`src/rtl/sonar_pkg.sv`:
```
// Shared types for the sonar sweep controller: FSM state encodings,
// sweep-mode constants and the index-width helper.
package sonar_pkg;

    typedef enum logic [3:0] {
        IDLE   = 4'd0,
        PREP   = 4'd1,
        SETTLE = 4'd2,
        MEDIR  = 4'd3,
        WAIT   = 4'd4,
        TX     = 4'd5,
        NEXT   = 4'd6
    } state_t;

    localparam logic MODO_PINGPONG = 1'b0;
    localparam logic MODO_WRAP     = 1'b1;

    // Index width for a counter over n values, never narrower than one bit.
    function automatic int idx_width(input int n);
        return (n > 1) ? $clog2(n) : 1;
    endfunction

endpackage

```
`src/rtl/sonar_sweep_ctrl_if.sv`:
```
// Control/status bundle between the sweep controller and the servo, sensor
// and UART side. The master drives the run controls and done strobes.
interface sonar_sweep_ctrl_if #(
    parameter int POS_W = 3,
    parameter int TX_W  = 3
);
    // sensor_pronto / serial_pronto are done-strobes: the controller only acts
    // on sensor_pronto while waiting for a measurement and on serial_pronto
    // while transmitting; a level held high counts once per clock in that state.
    logic             ligar;
    logic             modo;
    logic             sensor_pronto;
    logic             serial_pronto;
    logic             medir;
    logic             transmissao;
    logic [POS_W-1:0] sel_posicao;
    logic [TX_W-1:0]  sel_transmissao;
    logic             fim_posicao;
    logic             timeout;
    logic [3:0]       db_estado;

    modport master (
        output ligar, modo, sensor_pronto, serial_pronto,
        input  medir, transmissao, sel_posicao, sel_transmissao,
               fim_posicao, timeout, db_estado
    );

    modport slave (
        input  ligar, modo, sensor_pronto, serial_pronto,
        output medir, transmissao, sel_posicao, sel_transmissao,
               fim_posicao, timeout, db_estado
    );

endinterface

```
`src/rtl/sonar_pos_seq.sv`:
```
// Servo position sequencer: holds the position index and sweep direction,
// stepping once per advance in ping-pong or wrap order.
module sonar_pos_seq
    import sonar_pkg::*;
#(
    parameter int N_POS = 8,
    parameter int POS_W = idx_width(N_POS)
) (
    input  logic             clock,
    input  logic             reset,
    input  logic             clear,
    input  logic             advance,
    input  logic             modo,
    output logic [POS_W-1:0] pos
);

    localparam logic [POS_W-1:0] POS_LAST = POS_W'(N_POS - 1);

    logic [POS_W-1:0] pos_q;
    logic             dir_up_q;

    always_ff @(posedge clock or posedge reset) begin
        if (reset) begin
            pos_q    <= '0;
            dir_up_q <= 1'b1;
        end else if (clear) begin
            pos_q    <= '0;
            dir_up_q <= 1'b1;
        end else if (advance) begin
            if (N_POS == 1) begin
                pos_q    <= '0;
                dir_up_q <= 1'b1;
            end else if (modo == MODO_WRAP) begin
                // Wrap always climbs, even if ping-pong had been heading down.
                dir_up_q <= 1'b1;
                pos_q    <= (pos_q == POS_LAST) ? '0 : pos_q + 1'b1;
            end else if (dir_up_q) begin
                if (pos_q == POS_LAST) begin
                    dir_up_q <= 1'b0;
                    pos_q    <= pos_q - 1'b1;
                end else begin
                    pos_q <= pos_q + 1'b1;
                end
            end else begin
                if (pos_q == '0) begin
                    dir_up_q <= 1'b1;
                    pos_q    <= pos_q + 1'b1;
                end else begin
                    pos_q <= pos_q - 1'b1;
                end
            end
        end
    end

    assign pos = pos_q;

endmodule

```
`src/rtl/sonar_sweep_ctrl.sv`:
```
// Sonar sweep controller: steps a servo, settles, triggers a measurement and
// streams N_TX bytes per position. Define SONAR_TIMEOUT_EN for a sensor timeout.
module sonar_sweep_ctrl
    import sonar_pkg::*;
#(
    parameter int N_POS          = 8,
    parameter int N_TX           = 8,
    parameter int SETTLE_CYCLES  = 4,
    parameter int TIMEOUT_CYCLES = 1000
) (
    input  logic              clock,
    input  logic              reset,
    sonar_sweep_ctrl_if.slave bus
);

    localparam int POS_W = idx_width(N_POS);
    localparam int TX_W  = idx_width(N_TX);
    localparam int SET_W = idx_width(SETTLE_CYCLES);

    localparam logic [SET_W-1:0] SETTLE_LAST = SET_W'(SETTLE_CYCLES - 1);
    localparam logic [TX_W-1:0]  TX_LAST     = TX_W'(N_TX - 1);

    state_t           state_q, state_d;
    logic [SET_W-1:0] settle_q;
    logic [TX_W-1:0]  tx_q;
    logic [3:0]       db_q;
    logic [POS_W-1:0] pos;
    logic             pos_clear;
    logic             wait_expired;
    logic             timeout_out;

`ifdef SONAR_TIMEOUT_EN
    localparam int WAIT_W = idx_width(TIMEOUT_CYCLES);
    localparam logic [WAIT_W-1:0] WAIT_LAST = WAIT_W'(TIMEOUT_CYCLES - 1);

    logic [WAIT_W-1:0] wait_q;
    logic              timed_out_q;

    assign wait_expired = (wait_q == WAIT_LAST);

    always_ff @(posedge clock or posedge reset) begin
        if (reset) begin
            wait_q      <= '0;
            timed_out_q <= 1'b0;
        end else begin
            wait_q      <= (!bus.ligar || state_q != WAIT) ? '0 : wait_q + 1'b1;
            // Remembers that the coming NEXT was reached by giving up on the sensor.
            timed_out_q <= bus.ligar && (state_q == WAIT) && !bus.sensor_pronto && wait_expired;
        end
    end

    assign timeout_out = (state_q == NEXT) && timed_out_q;
`else
    localparam int unused_timeout_cycles = TIMEOUT_CYCLES;

    assign wait_expired = 1'b0;
    assign timeout_out  = 1'b0;
`endif

    always_comb begin
        state_d = state_q;
        case (state_q)
            IDLE:    if (bus.ligar) state_d = PREP;
            PREP:    state_d = SETTLE;
            SETTLE:  if (settle_q == SETTLE_LAST) state_d = MEDIR;
            MEDIR:   state_d = WAIT;
            WAIT: begin
                if (bus.sensor_pronto)  state_d = TX;
                else if (wait_expired)  state_d = NEXT;
            end
            TX:      if (bus.serial_pronto && tx_q == TX_LAST) state_d = NEXT;
            NEXT:    state_d = SETTLE;
            default: state_d = IDLE;
        endcase
        if (!bus.ligar) state_d = IDLE;
    end

    always_ff @(posedge clock or posedge reset) begin
        if (reset) state_q <= IDLE;
        else       state_q <= state_d;
    end

    always_ff @(posedge clock or posedge reset) begin
        if (reset) begin
            settle_q <= '0;
            tx_q     <= '0;
            db_q     <= 4'd0;
        end else begin
            settle_q <= (!bus.ligar || state_q != SETTLE) ? '0 : settle_q + 1'b1;
            if (!bus.ligar || state_q == WAIT)
                tx_q <= '0;
            else if (state_q == TX && bus.serial_pronto)
                tx_q <= (tx_q == TX_LAST) ? '0 : tx_q + 1'b1;
            db_q <= state_q;
        end
    end

    assign pos_clear = !bus.ligar || (state_q == IDLE) || (state_q == PREP);

    sonar_pos_seq #(
        .N_POS (N_POS),
        .POS_W (POS_W)
    ) u_pos_seq (
        .clock   (clock),
        .reset   (reset),
        .clear   (pos_clear),
        .advance (state_q == NEXT),
        .modo    (bus.modo),
        .pos     (pos)
    );

    assign bus.medir           = (state_q == MEDIR);
    assign bus.transmissao     = (state_q == TX);
    assign bus.fim_posicao     = (state_q == NEXT);
    assign bus.timeout         = timeout_out;
    assign bus.sel_posicao     = pos;
    assign bus.sel_transmissao = tx_q;
    assign bus.db_estado       = db_q;

endmodule

```
`src/flat_wrapper.sv`:
```
// flat-port wrapper written by rule: the top's interface ports become plain ports
module sonar_sweep_ctrl_flat import sonar_pkg::*;
#(
    parameter int N_POS          = 8,
    parameter int N_TX           = 8,
    parameter int SETTLE_CYCLES  = 4,
    parameter int TIMEOUT_CYCLES = 1000
)
  (clock, reset, bus_ligar, bus_modo, bus_sensor_pronto, bus_serial_pronto, bus_medir, bus_transmissao, bus_sel_posicao, bus_sel_transmissao, bus_fim_posicao, bus_timeout, bus_db_estado);
  sonar_sweep_ctrl_if #(.POS_W((idx_width(N_POS))), .TX_W((idx_width(N_TX)))) bus_i ();
  input  logic clock;
  input  logic reset;
  input wire logic [$bits(bus_i.ligar)-1:0] bus_ligar;
  input wire logic [$bits(bus_i.modo)-1:0] bus_modo;
  input wire logic [$bits(bus_i.sensor_pronto)-1:0] bus_sensor_pronto;
  input wire logic [$bits(bus_i.serial_pronto)-1:0] bus_serial_pronto;
  output wire logic [$bits(bus_i.medir)-1:0] bus_medir;
  output wire logic [$bits(bus_i.transmissao)-1:0] bus_transmissao;
  output wire logic [$bits(bus_i.sel_posicao)-1:0] bus_sel_posicao;
  output wire logic [$bits(bus_i.sel_transmissao)-1:0] bus_sel_transmissao;
  output wire logic [$bits(bus_i.fim_posicao)-1:0] bus_fim_posicao;
  output wire logic [$bits(bus_i.timeout)-1:0] bus_timeout;
  output wire logic [$bits(bus_i.db_estado)-1:0] bus_db_estado;
  assign bus_i.ligar = bus_ligar;
  assign bus_i.modo = bus_modo;
  assign bus_i.sensor_pronto = bus_sensor_pronto;
  assign bus_i.serial_pronto = bus_serial_pronto;
  assign bus_medir = bus_i.medir;
  assign bus_transmissao = bus_i.transmissao;
  assign bus_sel_posicao = bus_i.sel_posicao;
  assign bus_sel_transmissao = bus_i.sel_transmissao;
  assign bus_fim_posicao = bus_i.fim_posicao;
  assign bus_timeout = bus_i.timeout;
  assign bus_db_estado = bus_i.db_estado;
  sonar_sweep_ctrl #(.N_POS(N_POS), .N_TX(N_TX), .SETTLE_CYCLES(SETTLE_CYCLES), .TIMEOUT_CYCLES(TIMEOUT_CYCLES)) u_core (.clock(clock), .reset(reset), .bus(bus_i));
endmodule
```
`config.mk`:
```
export PLATFORM = sky130hd
export DESIGN_NAME = sonar_sweep_ctrl_flat
export DESIGN_NICKNAME = d
export VERILOG_FILES = /design/src/rtl/sonar_pkg.sv /design/src/rtl/sonar_sweep_ctrl_if.sv /design/src/rtl/sonar_pos_seq.sv /design/src/rtl/sonar_sweep_ctrl.sv /design/src/flat_wrapper.sv
export SDC_FILE = /design/constraint.sdc
export NUM_CORES = 1
export LEC_CHECK = 0
export BUFFER_PORTS_ARGS = -buffer_cell sky130_fd_sc_hd__buf_4
export CORE_ASPECT_RATIO = 0.8
export CORE_UTILIZATION = 35
export CTS_CLUSTER_SIZE = 10
export DETAILED_ROUTE_END_ITERATION = 10
export SETUP_SLACK_MARGIN = 0.02
export SYNTH_ARGS = -nofsm -noshare
export SYNTH_HDL_FRONTEND = slang
export SYNTH_SLANG_ARGS = --single-unit
```
`constraint.sdc`:
```
create_clock -name clock -period 1.68 [get_ports clock]
set_clock_uncertainty 0.15 [all_clocks]
set_input_delay 0.336 -clock clock [delete_from_list [all_inputs] [get_ports clock]]
set_output_delay 0.336 -clock clock [all_outputs]
set_load 0.1 [all_outputs]
```
==> impl_metrics.csv <==
group,metric,value,unit
sta,final-hold-violation-count,0,
floorplanning,die_h,45.5,um
layout,stdcell_count,131,
logic_synthesis,synth_top_area_frac,0.423,
pwr,peakVddDrop,738,uV
routing,first_pass_iters,5,
placement,hpwl,1.18,mm
min_path,timing.hold.worst.class,"input port to flip-flop",
routing,wirelength,1.58,mm
setup_path,cp_max_fo,5,
routing,initialDrtViolationCount,16,
layout,multi_input_area,447,um^2
floorplanning,rows,15,
sta,rsz0062_at_grt,"yes",
sta,fmax,583,MHz
layout,area_growth,39.6,%
logic_synthesis,yosys.cell_types.count,28,
global_route,grt_pass1_vias,579,
placement,dp_slack,7.23,ps
logic_synthesis,synth_top_cell_by_area,"dfrtp_1",
logic_synthesis,synth_edf_count,0,
global_route,grt_pass1_wl,2.65,mm
layout,drive_gt1_frac,0.415,
logic_synthesis,synth_seq_area_share,0.455,
routing,drc_errors,0,
cts,clk_root_buffer_cell,"clkbuf_4",
global_route,grt_overflow_total,0,
cts,htree_num_levels,1,
floorplanning,die_w,56.4,um
logic_synthesis,syn_avg_cell_area,10.4,um^2
logic_synthesis,synth_ff_type,"dfrtp_1",
sta,period_needed,1720,ps
placement,dp_cells,123,
logic_synthesis,ys_top_cells_by_area,"dfrtp_1 42%, ha_1 11%, inv_1 4.1%, nand2_1 4.1%, a311oi_4 3.2%",
pwr,p_per_area,736,nW/um^2
routing,wl_per_cell,12.0,um
global_route,grt_max_degree,16,
cts,cts_buffers,3,
cts,clockBufferDepth,2,
sta,slew_headroom,0.632,
sta,finalCritPeriodShare,1.02,
routing,ant_nets,0,
status,violations,"negative setup slack",
floorplanning,start_util,0.377,
layout,regArea,398,um^2
global_route,grtUsageTotal,0.141,
job,drv_cap,0,
pwr,power,851,uW
logic_synthesis,netlist_area,828,um^2
layout,n_fill_cell,199,
layout,nets,120,
logic_synthesis,synth.most_common_cell,"dfrtp_1",
sta,tightest_slew,552,ps
sta,timing.setup.tns,-75.8,ps
placement,gp_congestion,0.704,
sta,setup_ws,-36.7,ps
cts,cts_tree,"built",
logic_synthesis,yosysWarnings,0,
placement,port_buffers,17,
sta,setup_viol,4,
cts,clock_latency,280,ps
cts,cts.sinks,15,
setup_path,path_class,"flip-flop to output port",
global_route,antenna_found_initial,0,
floorplanning,die_area,2570,um^2
setup_path,start_kind,"flip-flop",
setup_path,cp.required,1190,ps
logic_synthesis,async_flop_share,1.00,
logic_synthesis,syn_inst,80,
logic_synthesis,ys_ff_latch,15,
setup_path,endpoint_kind,"output port",
cts,clkSlewWorstSetupHoldPaths,80,ps
routing,num_vias,643,
setup_path,cp.arrival,1230,ps
status,status,"complete, but fails checks",
layout,antennaDiodeCount,0,
pwr,leakagePower,0.000530,uW
floorplanning,io_pins,20,
routing,via_per_inst,4.91,
logic_synthesis,synth_top_cells_by_count,"14 x dfrtp_1, 9 x inv_1, 9 x nand2_1",
sta,final_max_slew_viol_count,0,
floorplanning,coreArea,2200,um^2
==> state kept, by name, indices dropped and copies added (netlist names) <==
signal and cells:
u_core.bus.db_estado 3, u_core.settle_q 2, u_core.state_q 3, u_core.u_pos_seq.dir_up_q 1
u_core.u_pos_seq.pos 3, u_core.bus.sel_transmissao 3
==> layer usage <==
layer	routed length (um)	track usage	up-vias
met4	0	0.0293	0
met2	662	0.207	15
met3	80	0.0625	0
met5	0	0	-
met1	831	0.194	299
li1	-	-	329
==> through the flow <==
step,utilization,area (um^2),hold slack [ps]
6_report,0.526,1160,190
5_1_grt,0.526,1160,180
4_1_cts,0.526,1160,178
3_5_place_dp,0.480,1050,273
3_3_place_gp,0.480,1050,278
2_1_floorplan,-,891,86.8
==> area by class of cell <==
cell class | instances | area share
clock buffers | 4 | 0.0227
inverters | 9 | 0.0292
multi-input cells | 54 | 0.386
flip-flops and latches | 15 | 0.344
well taps | 25 | 0.0271
repair buffers | 24 | 0.190
==> critical path, stage by stage, from the launching register on <==
cell and delay [ps]:
dfrtp_1 440, and3b_4 340, buf_12 170
==> report_power, final <==
group / leakage [uW] / switching (uW) / internal [uW] / total [uW]
registers: 0.000189 / 19.5 / 382 / 402
clock network: 0.0000150 / 104 / 92.1 / 196
logic: 0.000327 / 174 / 79.1 / 253
==> repair_timing <==
item / 4_1_cts / 5_1_grt
gates resized for setup: 11 / 0
pin swaps: 0 / 1
setup buffers: 3 / 0
setup endpoints to repair: 5 / 5
hold endpoints to repair: 14 / 0
hold buffers: 1 / 0
cloned: 0 / 0
==> path summary, 6_finish.rpt <==
| kind | slack, ps | cells after the start | endpoint | startpoint |
|---|---|---|---|---|
| max in group asynchronous | 460 | 3 | u_core.bus.sel_transmissao[0]$_DFFE_PP0P_ | reset |
| min reg2reg | 310 | 1 | u_core.settle_q[0]$_DFF_PP0_ | u_core.settle_q[0]$_DFF_PP0_ |
| max | -40 | 2 | bus_fim_posicao | u_core.state_q[0]$_DFFE_PP0P_ |
| min | 190 | 2 | u_core.state_q[1]$_DFFE_PP0P_ | bus_ligar |
| max reg2reg | 0 | 5 | u_core.u_pos_seq.pos[2]$_DFFE_PP0P_ | u_core.u_pos_seq.pos[0]$_DFFE_PP0P_ |
| min in group asynchronous | 510 | 3 | u_core.u_pos_seq.pos[1]$_DFFE_PP0P_ | reset |
==> kinds of logic (layout without fill, tap and decap cells) <==
logic type	count (synthesis)	count (layout)	share of synthesized area
simple gates	26	26	0.178
flops	15	15	0.455
buf+inv	12	37	0.0634
other cells	1	2	0.00453
fa+ha+maj	7	7	0.106
compound gates	17	17	0.169
mux	2	2	0.0242
==> layout by cell type (no fill, tap or decap), types with 2 or more instances in the layout <==
cell / instances
conb_1: 2
dfrtp_1: 7
ha_1: 5
clkbuf_4: 3
mux2i_1: 2
dfrtp_4: 5
o22ai_1: 2
nand2_1: 9
nor2b_4: 2
inv_2: 2
buf_12: 3
o21ai_0: 3
inv_1: 7
a31oi_1: 2
ha_4: 2
o21a_1: 2
nor2b_1: 4
dfrtp_2: 2
a32oi_1: 3
buf_4: 20
nor2_1: 4
Power figures use the tool's default switching activity.
